`src/rtl/queue7_21.sv`:
```
// queue7_21: 8-entry x 8-bit circular-buffer FIFO with the stack-style
// PushPop/En command port, occupancy counter, empty/full decodes and err.
//
// Ports:
//   clk      rising-edge clock
//   reset    asynchronous active-low reset, clears all state and storage
//   En       command enable; nothing happens when low
//   PushPop  0 = push IN at the tail, 1 = pop the head (when En=1)
//   IN       push data
//   OUT      head entry (oldest word); 0 when the queue is empty
//   counter  occupancy, 0..DEPTH
//   empty    counter == 0
//   full     counter == DEPTH
//   err      one-cycle registered pulse after a rejected push or pop
module queue7_21 #(
    parameter int N     = 7,
    parameter int DEPTH = 8
) (
    input  logic       clk,
    input  logic       reset,
    input  logic       En,
    input  logic       PushPop,
    input  logic [N:0] IN,
    output logic [N:0] OUT,
    output logic [N:0] counter,
    output logic       empty,
    output logic       full,
    output logic       err
);

    localparam int         AW      = $clog2(DEPTH);
    localparam logic [N:0] DEPTH_C = (N+1)'(DEPTH);

    logic [N:0]    mem [DEPTH];
    logic [AW-1:0] wr_ptr;
    logic [AW-1:0] rd_ptr;

    logic do_push;
    logic do_pop;
    logic reject;

    assign empty = (counter == '0);
    assign full  = (counter == DEPTH_C);

    assign do_push = En & ~PushPop & ~full;
    assign do_pop  = En &  PushPop & ~empty;
    assign reject  = En & ((~PushPop & full) | (PushPop & empty));

    // Head is read straight out of storage; the gating hides stale words
    // left behind by earlier pops when the queue is empty.
    assign OUT = empty ? '0 : mem[rd_ptr];

    always_ff @(posedge clk or negedge reset) begin
        if (!reset) begin
            for (int i = 0; i < DEPTH; i++) begin
                mem[i] <= '0;
            end
        end else if (do_push) begin
            mem[wr_ptr] <= IN;
        end
    end

    // Pointers wrap naturally modulo DEPTH; counter tells empty from full
    // since the pointers coincide in both cases.
    always_ff @(posedge clk or negedge reset) begin
        if (!reset) begin
            wr_ptr  <= '0;
            rd_ptr  <= '0;
            counter <= '0;
            err     <= 1'b0;
        end else begin
            err <= reject;
            if (do_push) begin
                wr_ptr  <= wr_ptr + AW'(1);
                counter <= counter + (N+1)'(1);
            end else if (do_pop) begin
                rd_ptr  <= rd_ptr + AW'(1);
                counter <= counter - (N+1)'(1);
            end
        end
    end

endmodule

```
`config.mk`:
```
export PLATFORM = sky130hd
export DESIGN_NAME = queue7_21
export DESIGN_NICKNAME = d
export VERILOG_FILES = /design/src/rtl/queue7_21.sv
export SDC_FILE = /design/constraint.sdc
export NUM_CORES = 1
export LEC_CHECK = 0
export ABC_AREA = 1
export ABC_CLOCK_PERIOD_IN_PS = 2150
export CAP_MARGIN = 10
export CORE_MARGIN = 3
export CORE_UTILIZATION = 45
export DETAILED_ROUTE_END_ITERATION = 6
export SYNTH_ARGS = -nofsm -noshare
export SYNTH_HDL_FRONTEND = slang
export SYNTH_SLANG_ARGS = --single-unit
```
`constraint.sdc`:
```
create_clock -name clk -period 2.15 [get_ports clk]
set_input_delay 0.645 -clock clk [delete_from_list [all_inputs] [get_ports clk]]
set_output_delay 0.645 -clock clk [all_outputs]
set_load 0.02 [all_outputs]
```
[Yosys cells after proc, flatten, opt, wreduce, memory -nomap -nowiden]
Cells that the tools add are included.
W data, S select, Z words.
Operators by class
  add/subtract/negate cells: 4
  $lt $le $gt $ge: 3
  eq/ne operators: 1
  multiplexer cells: 9
  bitwise logic cells: 14
  reduce and logical (&&, ||, !) cells: 4
Operators with widths (count)
  $bwmux W64: 1
  $mux W8: 6
  $bmux W8 S3: 1
  $demux W8 S3: 1
  $add A8 B1 Y8 const B: 1
  $eq A8 B4 Y1 const B: 1
  $ge A4 B4 Y1 const B: 2
  $logic_not A8 Y1: 1
  $not A3 Y4: 2
  $sub A8 B1 Y8 const B: 1
  $and A1 B1 Y1: 7
  $add A3 B1 Y3 const B: 2
  $lt A4 B1 Y1 const B: 1
  $not A1 Y1: 4
  $reduce_and A2 Y1: 1
  $reduce_bool A2 Y1: 1
  $logic_and A1 B1 Y1: 1
  $or A1 B1 Y1: 1
Word-level totals
  bits in registers: 79
  output and inout bits: 19
  logic and storage cells: 47

[Logic depth before layout (Yosys ltp)]
  depth after elaboration: 6
  depth in mapped cells: 14
  depth with buffers taken out: 14

[Worst setup path before layout]
Ideal clock, no wire load.
  path type: reg2out
  start: reg counter[5]
  end: out OUT[0]
  data arrival time: 1423 ps
  setup slack: 82 ps
  cell stages (with the launch flop): 8
  path buffers: 1
  cell sequence: dfrtp_1 nor2_1 nand2_2 inv_2 nand3_1 clkbuf_1 nand2_1 nor2_1
On the way
  longest elaborated chain between the ends: 2
Ends and longest elaborated chain
  start: declaration: RTL line 25  | output logic [N:0] counter,
  start signal: assignment: RTL line 75  | counter <= counter + (N+1)'(1);
  start signal: assignment: RTL line 78  | counter <= counter - (N+1)'(1);
  $logic_not A8 Y1: RTL line 42  | assign empty = (counter == '0);
  $mux W8: RTL line 51  | assign OUT = empty ? '0 : mem[rd_ptr];
  end: declaration: RTL line 24  | output logic [N:0] OUT,
No other way between the ends.

[Final worst setup path]
  start: reg rd_ptr[0]
  end: out OUT[1]
On the way
  longest elaborated chain between the ends: 5
Ends and longest elaborated chain
  start: declaration: RTL line 36  | logic [AW-1:0] rd_ptr;
  start signal: assignment: RTL line 77  | rd_ptr <= rd_ptr + AW'(1);
  $not A3 Y4 (not written as such): RTL line 51
  $bmux W8 S3: RTL line 51
  $mux W8 (not written as such) (2 in series): RTL line 51
  $mux W8: RTL line 51
No other way between the ends. The select of a mux whose other input is x is not followed.

==> metrics <==
Synth Warn # 0; CTS buffer count 9; CTS tree yes; gr busiest metal met2; Ports 31; Tot Pwr 8.83 mW; RSZ-0062 raised after global routing yes; Area contributors post-synth dfrtp_1 (47%), nand2_1 (15%), nand3_1 (9.3%), nor2_1 (6.2%), o21ai_0 (3.8%); Worst R2R Start counter[3]$_DFFE_PN0P_; syn nets 569; Initial Utilization 47.4%; Worst Skew 0.0110 ns; power per cell area 1600 nW/um^2; clk_lat worst skew 0.36 ns; core area 8890 um^2; initial antenna violation count 0; switching pwr 3.89 mW; Mapped Cells 548; Final setup viols 8; setup slack after layout -0.246 ns; met3 GRT Util 5.01%; area leader, netlist dfrtp_1; Seq cells post-synth 79; switching share of total power 44.1%; antenna diode count 0; die height 103 um; Initial DRT Pass Iterations 6; Die W 103 um; cell area after synthesis 4220 um^2; nets 643; Yosys top cell area share 46.9%; commonest non-fill, non-tap cell in the layout nand2_1; number of remaining DRC errors 0; most frequent cells in the layout nand2_1 (170), dfrtp_1 (78), nand3_1 (76), nor2_1 (54), buf_4 (53); Antenna Violating Nets Remaining 0; Max-cap violations 0; Critical R2R Capture counter[4]$_DFFE_PN0P_; CP Data Arrival Time 1.75 ns; Clock power frac 12.6%; leakage 2.85 nW; FP Rows 34; CTS root buffer clkbuf_8; Global Route Usage Sum 24.7%; Crit path required time 1.50 ns; Comb power frac 57.1%; fin crit period 2.40 ns; first-pass GRT wire length 19800 um; GPL Wtd Cong 0.864; final hold vios 0; CTS Sinks 79; WL/cell 16.8 um; setup TNS -1.45 ns; syn avg cell area 7.69 um^2; share of layout cells above drive strength 1 24.6%; Critical Setup Path Class reg -> out; initial detailed-routing violation count 206; Critical Path Source Type flip-flop; Area Growth Syn to Fin 30.8%; Peak supply drop 0.000854 V; outcome finished with violations; Die ar. 10600 um^2; vias per cell 5.35; GR Layer Usage met1 35.0%; Slew headroom 66.8%; Slew @ Worst Pin 0.496 ns; DP HPWL 8490 um; Fill cells 809; final max-slew violation count 0; area of the multi-input gates 2230 um^2; Register-to-Register Path Depth 12; Total Wirelength 12400 um; Peak Freq 417 MHz; clk buf depth 2; sequential power share 30.3%; vias 3932; Synth cell types 29; sequential cell area 1980 um^2; clock transition at the registers of the reported paths 0.09 ns; Worst Hold Class in -> async; number of buffers added on ports 30; Max FO, Critical Path 8; vias in the first global route 3892; Seq/Total Area, Yosys 46.9%; CP endpoint kind output port; failing checks setup timing; flop2flop setup slack 0.09 ns; largest net degree at the start of global routing 41; P_int 4.94 mW; M2 GR Usage 38.9%; Congestion Overflow GR 0; H-tree levels 3; Tcrit/Tclk final 111%
-- power by group through the flow --
stage,registers (mW),clock network (mW),logic (mW)
after floorplan,2.62,0,2.49
after global placement,2.60,0,4.31
after detailed placement,2.62,0,4.36
after CTS,2.62,1.13,4.62
after global routing,2.76,1.20,5.56
final,2.68,1.11,5.05
-- sequential cells by signal, indices dropped and copies added (netlist names) --
register and cells:
counter 8, err 1, mem 64, rd_ptr 3, wr_ptr 3
-- cells in the mapped netlist --
cell type and number:
dfrtp_1 79, nand2_4 1, inv_2 3, a21oi_1 4, o21ai_0 32, nand4_1 2
xor2_1 5, o211ai_1 8, nand3b_1 1, nor2_2 5, nand3_1 78, clkbuf_1 9
nand2_1 173, clkinv_1 1, nor2_4 1, buf_6 8, o22ai_1 9, xnor2_1 3
ha_1 8, or2_2 1, o21ai_1 2, nor2_1 70, nand2_2 10, o21ai_4 1
buf_2 2, fa_1 1, inv_1 21, nand2_8 1, buf_1 9
-- repair_timing --
item	4_1_cts	5_1_grt
pin swaps	21	22
gates resized for setup	87	69
buffers inserted	1	3
cloned	1	1
endpoints found under the setup margin	12	21
hold buffers	0	0
-- through the flow --
step	utilization (%)	area (um^2)	std cells	setup slack (ns)	hold WS (ns)
after floorplan	-	4220	548	0.0825	0.349
after global placement	55.7	4950	714	-0.474	0.451
after detailed placement	55.7	4950	714	-0.445	0.453
after CTS	59.0	5240	731	-0.245	0.185
final	62.0	5520	735	-0.246	0.178
after global routing	62.0	5520	735	-0.278	0.184
-- worst max path at each step --
stage                                       from      to  slack [ns]  depth (start not counted)
after global routing       rd_ptr[0]$_DFFE_PN0P_  OUT[7]       -0.28                          8
final                      rd_ptr[0]$_DFFE_PN0P_  OUT[1]       -0.25                          7
after CTS                  rd_ptr[0]$_DFFE_PN0P_  OUT[7]       -0.25                          8
after global placement     rd_ptr[0]$_DFFE_PN0P_  OUT[2]       -0.47                          8
after detailed placement   rd_ptr[0]$_DFFE_PN0P_  OUT[2]       -0.45                          8
after floorplan           counter[5]$_DFFE_PN0P_  OUT[0]        0.08                          7
-- worst max-delay path, stage by stage (launching register included) --
cell and delay, ns:
dfrtp_2 0.45, clkinv_4 0.12, buf_12 0.16, o21ai_1 0.19, o22ai_2 0.13, nor2_2 0.14, nor2_1 0.05, buf_4 0.15
-- final cells by class --
class	instances	area share, %
repair buffers	91	16.1
flip-flops and latches	79	35.9
well taps	108	2.45
multi-input cells	416	40.3
inverters	25	1.88
clock inverters	5	1.02
clock buffers	11	2.38
-- routing by layer --
metal / wire length, um / vias to the layer above / share of wire, %
li1: - / 1929 / -
met1: 5580 / 1865 / 45
met2: 5870 / 123 / 47
met3: 791 / 15 / 6.4
met4: 136 / 0 / 1.1
met5: 0 / - / 0
-- cells by family (layout without fill, tap and decap cells) --
kind of cell	Yosys count	count (layout)	synth area share, %
xor+xnor	8	8	1.66
simple gates	343	343	34.7
buf+inv	53	132	6.20
flops	79	79	46.9
compound gates	56	56	7.66
fa+ha+maj	9	9	2.85
Power figures use the tool's default switching activity.
==> RTL change 1, RTL diff (same flow settings) <==
The parameter `DEPTH` goes from 8 to 16.
--- a/src/rtl/queue7_21.sv
+++ b/src/rtl/queue7_21.sv
@@ -14,7 +14,7 @@
 //   err      one-cycle registered pulse after a rejected push or pop
 module queue7_21 #(
     parameter int N     = 7,
-    parameter int DEPTH = 8
+    parameter int DEPTH = 16
 ) (
     input  logic       clk,
     input  logic       reset,
Function: changed (a bounded check fails within 10 cycles, from zero or initial values and one cycle with reset low).
==> RTL change 1 against the unedited design <==
- maximum frequency shrank 6.5%
- sequential power up 72%
- sequential cell count rose by 66
- setup slack worse by 0.17 ns
- final area up 81%
- clock skew shrank 0.0033 ns
- sequential share of layout area increased by 0.53 points
- highest routed layer unchanged
- combinational power up 51%
- total power rose by 76%
- core utilization up 0.078 points
- area after synthesis rose by 77%
- wire length is 78% higher
- critical endpoint is now OUT[0]
- the run still ends with setup timing left
- largest power group unchanged
==> RTL change 1: results (changes against the unedited design) <==
* Outcome: complete, but fails checks
* Failing checks: setup timing
* Iteration count of the initial detailed-routing pass at 5 (-1)
* Clock share of power at 0.212 (+0.086)
* Slew at the pin closest to its max-slew limit at 0.681 ns (+0.184 ns)
* VDD IR-drop max at 0.808 mV (-5.4%)
* P_leak at 0.00474 uW (+66%)
* R2R depth at 14 (+2)
* Non-clock inverter count at 34 (+36%)
* ClkCell Share at 0.0656 (+0.0316)
* Fillers at 1,366 (+69%)
* Buffering overhead at 0.144 (-0.0167)
* CTS buffer count at 17 (+8)
* Largest cells by area after synthesis: dfrtp_1, nand2_1, nand3_1, o21ai_1, nand4_4
* Post-DP HPWL at 14,500 um (+70%)
* Clock Latency Late Sink at 0.42 ns (+0.06 ns)
* Postcts setup bufs at 4 (+3)
* Fraction of layout instances using a drive strength above 1 at 0.292 (+0.0460)
* Multi-input gate share of total cell area at 0.386 (-0.0177)
* Clk pin slew, worst setup/hold paths at 0.06 ns (-0.03 ns)
* CP arrival at 1.92 ns (+0.17 ns)
* Synth Area in Adders at 0.0211 (-0.00735)
* Gr usage total at 0.248 (+0.000562)
* 1st-iter DRT viols at 547 (+170%)
* GR Util met2 at 0.378 (-0.0111)
* Total die area at 18,200 um^2 (+72%)
* Met1 Use GR at 0.365 (+0.0147)
* Internal Power at 9230 uW (+87%)
* Setup TNS at -3.10 ns (-1.64 ns)
* Vias in the first global route at 6,340 (+63%)
* Drt total wl at 22,000 um (+78%)
* #MultiIn Comb at 676 (+63%)
* Reg area at 3630 um^2 (+83%)
* Via density at 5.35 (about the same)
* Buffers excl. clock at 128 (+41%)
* Final Skew at 0.00762 ns (-0.00334 ns)
* WL/cell at 17.9 um (+6.1%)
* Hold/Removal Path Class: in2async
* Comb group at 7650 uW (+51%)
* Largest registers: mem x128, counter x8
* Worst Setup EP: OUT[0]
* Crit-path max FO at 6 (-2)
* Compound-Gate Fraction of Synth Area at 0.0894 (+0.0129)
* Setup slack after layout at -0.413 ns (-0.167 ns)
* Placement Cell Area at 8620 um^2 (+74%)
* Reg2reg start: counter[7]
* Syn nets at 932 (+64%)
* Nets at 1,026 (+60%)
* # H-tree levels at 4 (+1)
* Pre-CTS setup slack at -0.489 ns (-0.0440 ns)
* Root buffer cell: clkbuf_16
* Tot Pwr at 15,600 uW (+76%)
* Clock buf count at 17 (+6)
* Synth Register Bits at 145 (+84%)
* Final setup viols at 9 (+1)
* Grt met3 use at 0.0507 (+0.000603)
* Syn Inst Count at 908 (+66%)
* Synth Area in XOR/XNOR at 0.0117 (-0.00487)
* Placed Cells at 1,186 (+66%)
* First-pass GRT wire length at 35,000 um (+77%)
[RTL change 1: cell count changes after synthesis, moves of 9 or more]
cell	unedited run	this run
dfrtp_1	79	145
o21ai_2	0	23
nand2_1	173	361
buf_4	0	10
o22ai_1	9	0
nand3_1	78	141
buf_2	2	16
nor2_1	70	9
nand4_4	0	10
o21ai_1	2	58
o21ai_0	32	22
[RTL change 1: how the worst min path moves through the flow]
stage / startpoint / to / cells after the start / slack [ns]
after floorplan: reset / counter[0] / 0 / 0.35
after global placement: mem[67] / mem[67] / 2 / 0.46
after detailed placement: mem[70] / mem[70] / 2 / 0.47
after CTS: reset / mem[29] / 1 / 0.12
after global routing: reset / mem[29] / 1 / 0.12
final: reset / mem[63] / 1 / 0.11
[RTL change 1: per-layer routing]
metal | part of all wire | vias to the layer above
met5 | 0 | -
met4 | 0.014 | 0
met3 | 0.058 | 25
met2 | 0.46 | 192
met1 | 0.46 | 3179
li1 | - | 3184
==> RTL change 2, RTL diff (same settings) <==
Without the edit above. Reset style: synchronous (`reset`), changed in 2 clocked blocks. Comments in the files are not updated.
--- a/src/rtl/queue7_21.sv
+++ b/src/rtl/queue7_21.sv
@@ -50,7 +50,7 @@
     // left behind by earlier pops when the queue is empty.
     assign OUT = empty ? '0 : mem[rd_ptr];
 
-    always_ff @(posedge clk or negedge reset) begin
+    always_ff @(posedge clk) begin
         if (!reset) begin
             for (int i = 0; i < DEPTH; i++) begin
                 mem[i] <= '0;
@@ -62,7 +62,7 @@
 
     // Pointers wrap naturally modulo DEPTH; counter tells empty from full
     // since the pointers coincide in both cases.
-    always_ff @(posedge clk or negedge reset) begin
+    always_ff @(posedge clk) begin
         if (!reset) begin
             wr_ptr  <= '0;
             rd_ptr  <= '0;
Function: differs if reset is asserted again (counterexample within 4 cycles, from zero or initial values and one cycle with reset low); with reset held inactive, the same outputs for 10 cycles.
==> RTL change 2 against the unedited design <==
- the run still ends with setup timing left
- via count fell by 20%
- non-clock buffer count decreased by 5
- final area is 4.9% lower
- worst hold slack better by 0.30 ns
- setup slack improved by 0.11 ns
- sequential cell count increased by 3
- area after synthesis shrank 6.7%
- wire length is 24% lower
- critical path type unchanged
- highest routed layer unchanged
Power is not compared: it rests on default switching activity, and its combinational part moved more than twofold at a synthesized area within 25%.
==> RTL change 2: results (changes against the unedited design) <==
* Outcome: complete, but fails checks
* Failing checks: setup timing
* Pre-CTS setup slack at -0.445 ns (+0.000415 ns)
* Slowest cell on the critical path: dfxtp_4
* Worst slew margin at 0.742 (+0.0737)
* Syn Area/Cell at 9.23 um^2 (+20%)
* Hold/Removal Path Class: reg2reg
* First-pass GRT wire length at 15,700 um (-21%)
* CP arrival at 1.65 ns (-0.10 ns)
* Nets at 533 (-17%)
* Iteration count of the initial detailed-routing pass at 5 (-1)
* Drt total wl at 9440 um (-24%)
* Post-synth EDFFs at 64 (+64)
* Via density at 5.09 (-4.9%)
* Crit-path max cell delay at 0.39 ns (-0.06 ns)
* 1st-iter DRT viols at 172 (-17%)
* Final setup viols at 8 (unchanged)
* Gr usage total at 0.206 (-0.0410)
* CP top delay family: buffers and inverters
* WL/cell at 15.2 um (-9.8%)
* Setup slack after layout at -0.140 ns (+0.106 ns)
* Post-DP HPWL at 6890 um (-19%)
* Register area share after synthesis at 0.580 (+0.111)
* Vias in the first global route at 3,191 (-18%)
* Commonest cells post-synth: nor2_1, edfxtp_1, o21ai_0, nand2_1, inv_1
* Crit-path max FO at 7 (-1)
* Post-synth top flop: edfxtp_1
RTL change 2: changes by cell type in the layout (fill, tap and decap cells not counted), sizes merged, moves of 10 or more:
cell,unedited run,this run
dfrtp,79,0
dfxtp,0,18
edfxtp,0,64
nand3,78,11
nor2,76,136
nand2,185,52
o21ai,35,51
a21oi,4,14
RTL change 2: kinds of logic after synthesis:
| logic type | synth area share |
|---|---|
| AO/OA/AOI/OAI | 0.0970 |
| XOR/XNOR | 0.00668 |
| adder cells (fa/ha/maj) | 0.0337 |
| buffers and inverters | 0.0455 |
| flip-flops | 0.580 |
| multiplexers | 0.0204 |
| AND/OR/NAND/NOR | 0.216 |
RTL change 2: stage by stage:
step / TNS, ns / area [um^2]
2_1_floorplan: 0 / 3940
3_5_place_dp: -36.37 / 4860
4_1_cts: -1.06 / 5150
5_1_grt: -1.88 / 5250
3_3_place_gp: -33.74 / 4860
6_report: -0.841 / 5250
RTL change 2: routing by layer:
layer  global-route usage  vias to the layer above  wire [um]
li1                     -                     1602          -
met1                0.275                     1462       4130
met2                0.340                       88       4670
met3               0.0456                        8        535
met4               0.0578                        0         98
met5                    0                        -          0
RTL change 2: layout make-up:
class / instances / area (um^2)
Inverter: 32 / 125
Clock buffer: 13 / 180
Tap cell: 105 / 131
Sequential cell: 82 / 2290
Fill cell: 719 / 3090
Timing Repair Buffer: 86 / 890
Multi-Input combinational cell: 300 / 1610
Clock inverter: 3 / 21.3
RTL change 2: what timing repair did:
item	4_1_cts	5_1_grt
pin swaps	10	17
endpoints found under the setup margin	15	76
resized for setup	105	37
cloned	1	0
buffers inserted	0	2
RTL change 2: path summary, 6_finish.rpt:
check	startpoint	endpoint	slack (ns)	cells past startpoint
setup / recovery	flop	OUT[0]	-0.14	9
hold / removal	rd_ptr[2]	rd_ptr[2]	0.47	2
setup reg to reg	counter[0]	counter[7]	0.18	14
hold reg to reg	rd_ptr[2]	rd_ptr[2]	0.47	2
RTL change 2: power by group:
part	leakage (uW)	internal [uW]	total [uW]	switching (uW)
combinational	0.00134	627	1380	751
sequential	0.000812	1800	1860	55.3
clock	0.000101	554	1100	544
total	0.00226	2990	4330	1350
RTL change 2: worst min-delay path, stage by stage (launching register included):
cell and delay (ns):
dfxtp_1 0.32, inv_1 0.05, a21oi_1 0.06
